[src/rtl/nibble_serial_add_sub_ctrl_pkg.sv]
// Shared definitions for the nibble-serial add/subtract sequencer:
// state encoding and the width of the arithmetic slice.
package nibble_serial_add_sub_ctrl_pkg;

  localparam int NIB_W = 4;

  typedef enum logic [1:0] {
    ST_IDLE = 2'd0,
    ST_RUN  = 2'd1,
    ST_DONE = 2'd2
  } state_e;

endpackage

[src/rtl/nibble_add_sub.sv]
// 4-bit combinational add/subtract slice. Carry-in is separate from sub so the
// sequencer can chain carries between nibbles.
module nibble_add_sub
  import nibble_serial_add_sub_ctrl_pkg::*;
(
  input  logic [NIB_W-1:0] a,
  input  logic [NIB_W-1:0] b,
  input  logic             sub,
  input  logic             cin,
  output logic [NIB_W-1:0] s,
  output logic             cout
);

  logic [NIB_W:0] sum;

  assign sum  = {1'b0, a} + {1'b0, b ^ {NIB_W{sub}}} + {{NIB_W{1'b0}}, cin};
  assign s    = sum[NIB_W-1:0];
  assign cout = sum[NIB_W];

endmodule

[src/rtl/nibble_serial_add_sub_ctrl.sv]
// WIDTH-bit add/subtract sequenced over one 4-bit slice, LSB nibble first.
// Result, flags and handshake outputs are all registered.
module nibble_serial_add_sub_ctrl
  import nibble_serial_add_sub_ctrl_pkg::*;
#(
  parameter int WIDTH = 16
) (
  input  logic             clk,
  input  logic             rst_n,
  input  logic             start,
  input  logic             sub,
  input  logic [WIDTH-1:0] op_a,
  input  logic [WIDTH-1:0] op_b,
  output logic             ready,
  output logic             busy,
  output logic             done,
  output logic [WIDTH-1:0] result,
  output logic             cout,
  output logic             overflow,
  output logic             zero,
  output state_e           state_dbg
);

  localparam int NIB   = WIDTH / NIB_W;
  localparam int IDX_W = (NIB > 1) ? $clog2(NIB) : 1;

  // Handshake: start is taken on any rising edge where ready is high (IDLE or
  // DONE); operands and sub are latched on that same edge and may change
  // afterwards. start is ignored while busy. done pulses for exactly one cycle
  // and result/flags then hold until the next accepted start.
  state_e             state_q;
  logic [IDX_W-1:0]   idx_q;
  logic [WIDTH-1:0]   a_q, b_q;
  logic               sub_q;
  logic               carry_q;
  logic [WIDTH-1:0]   result_q;
  logic               cout_q, ovf_q, zero_q;
  logic               done_q, busy_q, ready_q;

  logic [NIB_W-1:0]   nib_a, nib_b, nib_s;
  logic               nib_cout;
  logic [WIDTH-1:0]   result_d;
  logic               last_nib;
  logic               ovf_d;

  assign nib_a = a_q[{idx_q, 2'b00} +: NIB_W];
  assign nib_b = b_q[{idx_q, 2'b00} +: NIB_W];

  nibble_add_sub u_slice (
    .a    (nib_a),
    .b    (nib_b),
    .sub  (sub_q),
    .cin  (carry_q),
    .s    (nib_s),
    .cout (nib_cout)
  );

  always_comb begin
    result_d = result_q;
    result_d[{idx_q, 2'b00} +: NIB_W] = nib_s;
  end

  assign last_nib = (idx_q == IDX_W'(NIB - 1));
  // Signed overflow: both effective operands share a sign the result lacks.
  assign ovf_d    = (a_q[WIDTH-1] == (b_q[WIDTH-1] ^ sub_q)) &&
                    (result_d[WIDTH-1] != a_q[WIDTH-1]);

  always_ff @(posedge clk or negedge rst_n) begin
    if (!rst_n) begin
      state_q  <= ST_IDLE;
      idx_q    <= '0;
      a_q      <= '0;
      b_q      <= '0;
      sub_q    <= 1'b0;
      carry_q  <= 1'b0;
      result_q <= '0;
      cout_q   <= 1'b0;
      ovf_q    <= 1'b0;
      zero_q   <= 1'b0;
      done_q   <= 1'b0;
      busy_q   <= 1'b0;
      ready_q  <= 1'b1;
    end else begin
      case (state_q)
        ST_IDLE, ST_DONE: begin
          done_q <= 1'b0;
          if (start) begin
            a_q      <= op_a;
            b_q      <= op_b;
            sub_q    <= sub;
            carry_q  <= sub;
            idx_q    <= '0;
            result_q <= '0;
            cout_q   <= 1'b0;
            ovf_q    <= 1'b0;
            zero_q   <= 1'b0;
            busy_q   <= 1'b1;
            ready_q  <= 1'b0;
            state_q  <= ST_RUN;
          end else begin
            ready_q <= 1'b1;
            state_q <= ST_IDLE;
          end
        end
        ST_RUN: begin
          result_q <= result_d;
          carry_q  <= nib_cout;
          idx_q    <= idx_q + IDX_W'(1);
          if (last_nib) begin
            cout_q  <= nib_cout;
            ovf_q   <= ovf_d;
            zero_q  <= (result_d == '0);
            done_q  <= 1'b1;
            busy_q  <= 1'b0;
            ready_q <= 1'b1;
            state_q <= ST_DONE;
          end
        end
        default: begin
          state_q <= ST_IDLE;
          busy_q  <= 1'b0;
          done_q  <= 1'b0;
          ready_q <= 1'b1;
        end
      endcase
    end
  end

  assign ready     = ready_q;
  assign busy      = busy_q;
  assign done      = done_q;
  assign result    = result_q;
  assign cout      = cout_q;
  assign overflow  = ovf_q;
  assign zero      = zero_q;
  assign state_dbg = state_q;

endmodule
[config.mk]
export PLATFORM = sky130hd
export DESIGN_NAME = nibble_serial_add_sub_ctrl
export DESIGN_NICKNAME = d
export VERILOG_FILES = /design/src/rtl/nibble_serial_add_sub_ctrl_pkg.sv /design/src/rtl/nibble_add_sub.sv /design/src/rtl/nibble_serial_add_sub_ctrl.sv
export SDC_FILE = /design/constraint.sdc
export NUM_CORES = 1
export LEC_CHECK = 0
export CORE_ASPECT_RATIO = 0.8
export CORE_UTILIZATION = 35
export CTS_CLUSTER_SIZE = 16
export DETAILED_ROUTE_END_ITERATION = 8
export DONT_BUFFER_PORTS = 1
export PLACE_DENSITY = 0.54
export SLEW_MARGIN = 15
export SYNTH_ARGS = -nofsm -noshare
export SYNTH_HDL_FRONTEND = slang
export SYNTH_SLANG_ARGS = --single-unit
export TNS_END_PERCENT = 5
[constraint.sdc]
create_clock -name clk -period 6.65 [get_ports clk]
set_input_delay 0.9975 -clock clk [delete_from_list [all_inputs] [get_ports clk]]
set_output_delay 0.9975 -clock clk [all_outputs]
set_load 0.005 [all_outputs]
==> flow_summary.yaml <==
global_route:
  grt_util_all_layers: 0.163
  antenna_found_initial: 0
  grt_max_degree: 60
  grt_overflow: 0
  grt_pass1_wl_mm: 10.9
  grt_pass1_vias: 1976
clock_network:
  numClockSinks: 59
  cts_resized: 0
  clkLatencyLatePin_ps: 340
  cts_buffers: 9
  root_buffer: "clkbuf_8"
  cts_setup_buffers: 0
  clockBufferDepth: 2
  htreeDepth: 3
  clkTransAtPathRegs_ps: 70
  cts_tree: "done"
  hold_buffers: 0
cells_and_area:
  final_nets: 285
  antennaDiodeCount: 0
  drive_above_1_share: 0.272
  fill_cells: 790
  multi_input_area_mm2: 0.00139
  area_growth_pct: 10.9
  regArea_mm2: 0.00148
placed_design:
  place_congestion: 0.740
  portBuffers: 0
  dp_hpwl_mm: 4.58
  dpl_worst_slack_ps: 3050
timing:
  timing.final.crit_share: 0.546
  tightestPinTransition_ps: 847
  fin_skew_ps: 8.32
  fin_crit_ps: 3630
  fmax_mhz: 276
  setup_viol: 0
  rsz0062_at_grt: "false"
  hold_viol_final: 0
  tns_ps: 0
  maxSlewViolCount: 0
  fin_hold_ws_ps: 348
  fin_ws_ps: 3020
  maxSlewHeadroom: 0.436
job:
  max_cap_violations: 0
route:
  vias: 1864
  met2_length_mm: 2.67
  drt_iter0_drc: 84
  routed-wl-met3_um: 513
  m1WireLength_mm: 3.12
  viasPerCell: 5.31
  drt_wl_total_mm: 6.39
  drtPass1Iterations: 4
  dr.max_layer_used: "met4"
  route.detailed.drc: 0
  wl_per_cell_um: 18.2
  postRouteAntennaNets: 0
floorplan:
  dieArea_mm2: 0.00883
  rows: 29
  start_util: 0.367
  die_w_um: 105
  core-area_mm2: 0.00806
  die_h_um: 84.2
  pin_count: 60
synthesis:
  synth_top_area_cell: "dfrtp_1"
  synth_fa_ha_area_frac: 0.0516
  yosys.area_share.simple: 0.0948
  synth_top_area_share: 0.491
  synth-compound-area-share: 0.104
  ys_seq_area_frac: 0.500
  ys_warn_count: 0
  synth_edf_count: 0
  synth_area_mm2: 0.00296
  synth-xor-area-share: 0.0207
  synth_cell_types: 44
  async_reset_ff_frac: 1.00
  synth.most_common_cell: "dfrtp_1"
  synth_top_family_by_area: "multiplexers"
  yosys_register_bits: 59
  synth_ff_type: "dfrtp_1"
  syn-num-nets: 284
  synth_common_cells: "dfrtp_1, mux2_2, nor2_1"
  syn_avg_cell_area_um2: 12.5
  muxShareOfSynthArea: 0.197
  ys_top_cells_by_area: "dfrtp_1, mux2_2, mux4_2"
  syn_inst: 237
power_and_ir_drop:
  pwr_density_cell_mw_per_mm2: 659
  peakVddDrop_mv: 0.248
  p_clk_frac: 0.172
  internal_power_mw: 1.28
  p_total_mw: 2.16
  pwr-share-comb: 0.505
  total_leakage_power_nw: 1.40
  p_sw_mw: 0.878
  seqPwrFrac: 0.323
  switching_share: 0.406
outcome:
  outcome: "complete, no violations"
setup_path:
  worstSetupPathType: "flip-flop to flip-flop"
  cp.required_ps: 6900
  start_kind: "flip-flop"
  crit_fanout: 19
  crit_path_start: "idx_q[0]"
  endpoint_kind: "flip-flop"
  cp.arrival_ps: 3880
  reg2reg_from: "idx_q[0]"
hold_path:
  hold_path.class: "primary input to asynchronous set/reset pin"
-- area by class of cell --
| type | count | share of cell area |
|---|---|---|
| flip-flops and latches | 59 | 0.450 |
| well taps | 108 | 0.0412 |
| multi-input cells | 157 | 0.424 |
| clock buffers | 12 | 0.0473 |
| inverters | 9 | 0.0103 |
| clock inverters | 4 | 0.0221 |
| repair buffers | 2 | 0.00458 |
-- final timing paths --
check / slack (ps) / depth (start not counted) / endpoint
max: 3020 / 8 / zero
min: 350 / 0 / b_q[10]
max reg2reg: 3020 / 8 / zero
min reg2reg: 510 / 1 / a_q[11]
max in group asynchronous: 6120 / 0 / ready
min in group clk: 510 / 1 / a_q[11]
-- worst max-delay path, stage by stage, from the launching register on --
cell and delay, ps:
dfrtp_1 900, mux4_2 600, xnor2_1 160, fa_1 460, fa_1 430, xnor2_1 170, a2111oi_1 450, nand3_1 140
o31ai_2 220
-- sequential cells by signal, indices dropped and copies added (netlist names), 2 cells and up --
name / count
a_q: 16
b_q: 16
idx_q: 2
result: 16
state_dbg: 2
-- logic make-up (layout without fill, tap and decap cells) --
logic type | after synthesis | in the layout
DFF | 59 | 59
and+or+nand+nor | 54 | 54
muxes | 44 | 44
AOI/OAI and AO/OA | 41 | 41
buffers and inverters | 21 | 27
adders and majority gates | 11 | 11
xor gates and xnor gates | 7 | 7
-- through the flow --
step	cell area [um2]	utilization	std cells
after floorplan	2960	-	237
after global placement	3050	0.379	335
after detailed placement	3050	0.379	335
after CTS	3280	0.407	351
after global routing	3280	0.407	351
final	3280	0.407	351
-- power by group through the flow --
stage	registers [mW]	logic, mW	clock network (mW)
2_1_floorplan	0.620	0.913	0
3_3_place_gp	0.704	1.08	0
3_5_place_dp	0.710	1.10	0
4_1_cts	0.705	1.10	0.381
5_1_grt	0.732	1.22	0.398
6_report	0.698	1.09	0.371
-- layer usage --
metal / vias up / track usage
met5: - / 0
li1: 860 / -
met2: 62 / 0.229
met4: 0 / 0.0512
met1: 931 / 0.223
met3: 11 / 0.0769
-- cell usage in the layout, fill, tap and decap left out, drive strengths merged, types with 2 or more instances in the layout --
master / Yosys / routed
bufinv: 0 / 2
dfrtp: 58 / 58
buf: 10 / 2
nand2b: 4 / 4
ha: 9 / 9
nor3: 6 / 6
fa: 2 / 2
nor2: 16 / 16
mux2: 34 / 34
clkbuf: 2 / 12
mux2i: 2 / 2
a32o: 3 / 3
xor2: 5 / 5
nor4: 2 / 2
a21oi: 6 / 6
o21a: 2 / 2
mux4: 8 / 8
o21ai: 9 / 9
nand2: 11 / 11
o21bai: 2 / 2
xnor2: 2 / 2
and3: 2 / 2
nor2b: 7 / 7
a22o: 10 / 10
inv: 9 / 9
(Power assumes the default switching activity.)
